**src/rtl/multisim_client_channel.sv**
```systemverilog
// Client side of one multisim server channel: a one-entry payload buffer that
// either pulls data from the server (GET) or pushes data to it (PUT).
module multisim_client_channel #(
  parameter int DATA_WIDTH  = 64,
  parameter int IS_PUSH     = 0,
  parameter int ID_WIDTH    = 16,
  parameter int RETRY_DELAY = 4
) (
  input  logic                  clk,
  input  logic                  rst_n,
  input  logic [ID_WIDTH-1:0]   server_id,
  output logic [DATA_WIDTH-1:0] pull_data,
  output logic                  pull_vld,
  input  logic                  pull_rdy,
  input  logic [DATA_WIDTH-1:0] push_data,
  input  logic                  push_vld,
  output logic                  push_rdy,
  output logic                  link_req_valid,
  input  logic                  link_req_ready,
  output logic                  link_req_op,
  output logic [ID_WIDTH-1:0]   link_req_id,
  output logic [DATA_WIDTH-1:0] link_req_data,
  input  logic                  link_rsp_valid,
  input  logic                  link_rsp_ack,
  input  logic [DATA_WIDTH-1:0] link_rsp_data,
  output logic [1:0]            dbg_state
);

  // Handshakes: a transfer happens on a rising edge where valid and ready are
  // both 1; a source holds valid and its payload stable until that edge.

  typedef enum logic [1:0] {IDLE = 2'd0, REQ = 2'd1, WAIT = 2'd2, BACKOFF = 2'd3} state_t;

  localparam int  CW   = $clog2(RETRY_DELAY + 1);
  localparam bit  PUSH = (IS_PUSH != 0);

  state_t                state;
  logic                  buf_full;
  logic [DATA_WIDTH-1:0] buf_data;
  logic [CW-1:0]         bo_cnt;
  logic                  run_q;
  logic                  req_op;
  logic [ID_WIDTH-1:0]   req_id;
  logic [DATA_WIDTH-1:0] req_data;

  logic cfg;
  logic pull_take;
  logic push_take;
  logic trigger;

  assign cfg       = (server_id != '0);
  assign pull_take = !PUSH && buf_full && pull_rdy;
  assign push_take = push_rdy && push_vld;
  // Pull mode also fires on the cycle the consumer drains the buffer, which
  // gives the three-cycle beat period with an immediate server.
  assign trigger   = cfg && (PUSH ? buf_full : (!buf_full || pull_take));

  always_ff @(posedge clk or negedge rst_n) begin
    if (!rst_n) begin
      state    <= IDLE;
      buf_full <= 1'b0;
      buf_data <= '0;
      bo_cnt   <= '0;
      run_q    <= 1'b0;
      req_op   <= 1'b0;
      req_id   <= '0;
      req_data <= '0;
    end else begin
      run_q <= 1'b1;
      if (pull_take) buf_full <= 1'b0;
      if (push_take) begin
        buf_full <= 1'b1;
        buf_data <= push_data;
      end
      case (state)
        IDLE: begin
          if (trigger) begin
            state    <= REQ;
            req_op   <= PUSH;
            req_id   <= server_id;
            req_data <= PUSH ? buf_data : '0;
          end
        end
        REQ: begin
          if (link_req_ready) state <= WAIT;
        end
        WAIT: begin
          if (link_rsp_valid) begin
            if (link_rsp_ack) begin
              state <= IDLE;
              if (PUSH) begin
                buf_full <= 1'b0;
              end else begin
                buf_full <= 1'b1;
                buf_data <= link_rsp_data;
              end
            end else begin
              state  <= BACKOFF;
              bo_cnt <= '0;
            end
          end
        end
        BACKOFF: begin
          // A retry is a new request, so it waits for a valid channel id.
          if (bo_cnt == CW'(RETRY_DELAY - 1)) begin
            bo_cnt <= '0;
            if (cfg) begin
              state  <= REQ;
              req_id <= server_id;
            end else begin
              state <= IDLE;
            end
          end else begin
            bo_cnt <= bo_cnt + 1'b1;
          end
        end
        default: state <= IDLE;
      endcase
    end
  end

  assign pull_vld       = !PUSH && buf_full;
  assign pull_data      = PUSH ? '0 : buf_data;
  assign push_rdy       = PUSH && run_q && !buf_full && cfg;
  assign link_req_valid = (state == REQ);
  assign link_req_op    = req_op;
  assign link_req_id    = req_id;
  assign link_req_data  = req_data;
  assign dbg_state      = state;

endmodule

```
**config.mk**
```make
export PLATFORM = sky130hd
export DESIGN_NAME = multisim_client_channel
export DESIGN_NICKNAME = d
export VERILOG_FILES = /design/src/rtl/multisim_client_channel.sv
export SDC_FILE = /design/constraint.sdc
export NUM_CORES = 1
export LEC_CHECK = 0
export ABC_CLOCK_PERIOD_IN_PS = 1700
export CAP_MARGIN = 0
export CORE_AREA = 2 2 116 118
export CTS_CLUSTER_DIAMETER = 200
export DETAILED_ROUTE_END_ITERATION = 10
export DIE_AREA = 0 0 118 120
export PLACE_DENSITY = 0.75
export REMOVE_ABC_BUFFERS = 1
export SYNTH_ARGS = -nofsm -noshare
export SYNTH_HDL_FRONTEND = slang
export SYNTH_SLANG_ARGS = --single-unit
export TNS_END_PERCENT = 10
```
**constraint.sdc**
```tcl
create_clock -name clk -period 1.7 [get_ports clk]
set_input_delay 0.17 -clock clk [delete_from_list [all_inputs] [get_ports clk]]
set_output_delay 0.17 -clock clk [all_outputs]
set_load 0.005 [all_outputs]
```
==> impl_metrics.yaml <==
synthesis:
  ys_ff_latch: 86
  yosysWarnings: 0
  seq_area_frac_synth_pct: 53.4
  synth_top_area_cell: "dfrtp_1"
  synth-simple-area-share_pct: 2.95
  syn_inst: 274
  synth_area_um2: 4030
  yosysTopAreaCellShare_pct: 53.4
  synth_top_family_by_area: "multiplexers"
  synth_compound_area_share_pct: 1.37
  synthTopCellsByArea: "dfrtp_1 (53%), mux2_4 (19%), buf_4 (12%), mux2_2 (6.2%), mux2_1 (2.5%)"
  synth_xor_area_share_pct: 0
  synth-adder-area-share_pct: 0.311
  synth_area_per_cell_um2: 14.7
  synth_cell_types: 27
  yosys-mux-area-fraction_pct: 27.3
place:
  place_area_um2: 5790
  post-place-cells: 628
  place_ws_ns: -0.296
  io_buffers: 169
  routabilityCongestion: 0.721
  dp_hpwl_um: 6760
outcome:
  outcome: "finished, final reports clean"
grt:
  track_usage_pct: 12.7
  grt_pass1_vias: 2740
  antenna_found_initial: 0
  grt_max_degree: 87
  grt_pass1_wl_um: 14000
  grt_overflow_total: 0
sta:
  max_clock_freq_mhz: 609
  period_share_pct: 96.6
  finalSetupViolCount: 0
  finalClockSkew_ns: 0.00437
  layout_min_cycle_time_ns: 1.64
  hold_ws_ns: 0.396
  fin_ws_ns: 0.0577
  finalMaxSlewViolations: 0
  hold_violations: 0
floorplanning:
  rows: 42
  ios: 301
  dieHeight_um: 120
  start_util_pct: 31.0
  die_w_um: 118
  design.core.area_um2: 13000
  dieArea_um2: 14200
route:
  ant_nets: 0
  vias: 2636
  drtIter0Drc: 57
  firstDrtPassIters: 4
  vias_per_cell: 4.04
  detail_route.wirelength_um: 9250
  wl_per_cell_um: 14.2
  drc: 0
cts:
  cts-root-buf: "clkbuf_16"
  htreeDepth: 3
  clock_latency_ns: 0.33
  cts_num_sinks: 86
  ctsLongestPathBuffers: 2
  cts_tree: "built"
  cts_buffers: 9
  clk_pin_slew_ns: 0.06
setup_path:
  path_max_fanout: 14
  ff2ff_setup_slack_ns: 0.06
  worstSetupEndpointType: "flip-flop"
  regToRegStartpoint: "dbg_state[0]"
  startpoint_type: "flip-flop"
  critPathKind: "reg2reg"
  cp.required_ns: 1.91
  r2r_cells: 6
  r2r-end: "pull_data[2]"
  arrival_ns: 1.86
final_layout:
  syn2layout_area_growth_pct: 54.5
  multiInputGateArea_um2: 1540
  fillers: 1181
  final_area_um2: 6220
  final_nets: 624
  n_antenna_cell: 0
  drive_gt1_share_pct: 24.7
  layout.area.seq_um2: 2150
  stdcell_count: 653
job:
  maxCapViolations: 0
min_path:
  hold_path_class: "in2async"
power:
  power_density_nw_per_um2: 1670
  worst_ir_drop_vdd_mv: 0.882
  p_leak_nw: 2.92
[power by group]
| group | total, mW | internal (mW) | switching (mW) |
|---|---|---|---|
| combinational | 4.72 | 3.36 | 1.37 |
| clock | 2.07 | 1.32 | 0.750 |
| sequential | 3.62 | 3.07 | 0.553 |
| total | 10.4 | 7.75 | 2.67 |
[sequential cells by signal (all words and copies together) (netlist names)]
register,flops
link_req_id,16
bo_cnt,3
pull_vld,1
pull_data,64
dbg_state,2
[metrics by stage]
| step | util [%] | power [mW] | setup TNS (ns) |
|---|---|---|---|
| 2_1_floorplan | - | 5.56 | -166.55 |
| 3_5_place_dp | 44.6 | 8.32 | -4.79 |
| 3_3_place_gp | 44.6 | 8.18 | -3.63 |
| 4_1_cts | 47.2 | 10.5 | 0 |
| 5_1_grt | 47.9 | 11.0 | -0.0179 |
| 6_report | 47.9 | 10.4 | 0 |
[kinds of logic after synthesis]
group	count (synthesis)
simple gates	20
mux	81
buf+inv	76
compound gates	9
flops	86
fa+ha+maj	1
other cells	1
[critical path: stages (launching register included)]
cell and delay (ns):
dfrtp_1 0.39, buf_4 0.15, nand4b_1 0.18, buf_4 0.19, buf_12 0.14, buf_12 0.15, mux2_4 0.30
[per-layer routing]
metal  GRT usage (%)  part of all wire [%]  vias up
met2            22.7                    51      126
met4            6.25                   2.2        0
li1                -                     -     1198
met5               0                     0        -
met3            3.61                   6.3       16
met1            13.8                    40     1296
[how the worst max path moves through the flow]
stage,depth (start not counted),startpoint,to,slack (ns)
after floorplan,2,dbg_state[0],pull_data[10],-2.62
after global placement,7,server_id[10],link_req_id[15],-0.25
after detailed placement,7,server_id[10],link_req_id[3],-0.30
after CTS,3,dbg_state[0],link_req_valid,0.02
after global routing,7,server_id[10],link_req_id[1],-0.009
final,6,dbg_state[0],pull_data[2],0.06
[cell usage after synthesis (all sizes together)]
cell / instances
dfrtp: 86
mux2: 81
buf: 74
o21ai: 5
nor2b: 4
nor4: 4
nand2: 3
nor2: 3
a21oi: 2
inv: 2
a22o: 1
conb: 1
ha: 1
nand2b: 1
nand3: 1
nand3b: 1
nand4: 1
nand4b: 1
nor3: 1
o21a: 1
[layout make-up]
type	instances	area share, %
Clock buffer	12	3.96
Inverter	2	0.121
Sequential cell	86	34.6
Tap cell	176	3.54
Clock inverter	4	1.13
Timing Repair Buffer	196	31.9
Multi-Input combinational cell	177	24.8
[cells in the final DEF (no fill, tap or decap), types with 2 or more instances in the layout]
cell type        count
nor2_1               3
clkbuf_16           11
conb_1              66
inv_1                2
nor2b_1              3
a21oi_1              2
buf_12               4
nand2_1              2
bufinv_16            2
clkinv_2             2
clkbuf_1             2
mux2_4              50
mux2_2              22
dfrtp_1             86
clkdlybuf4s50_1    167
mux2_1               9
o21ai_0              4
buf_4               21
nor4_1               3
[what timing repair did]
item / CTS / global route
setup buffers: 2 / 4
hold buffers: 1 / 0
gates resized for setup: 1 / 2
hold endpoints to repair: 86 / 0
cloned: 0 / 2
setup endpoints to repair: 1 / 34
No activity file was read; power rests on OpenSTA's default activity.
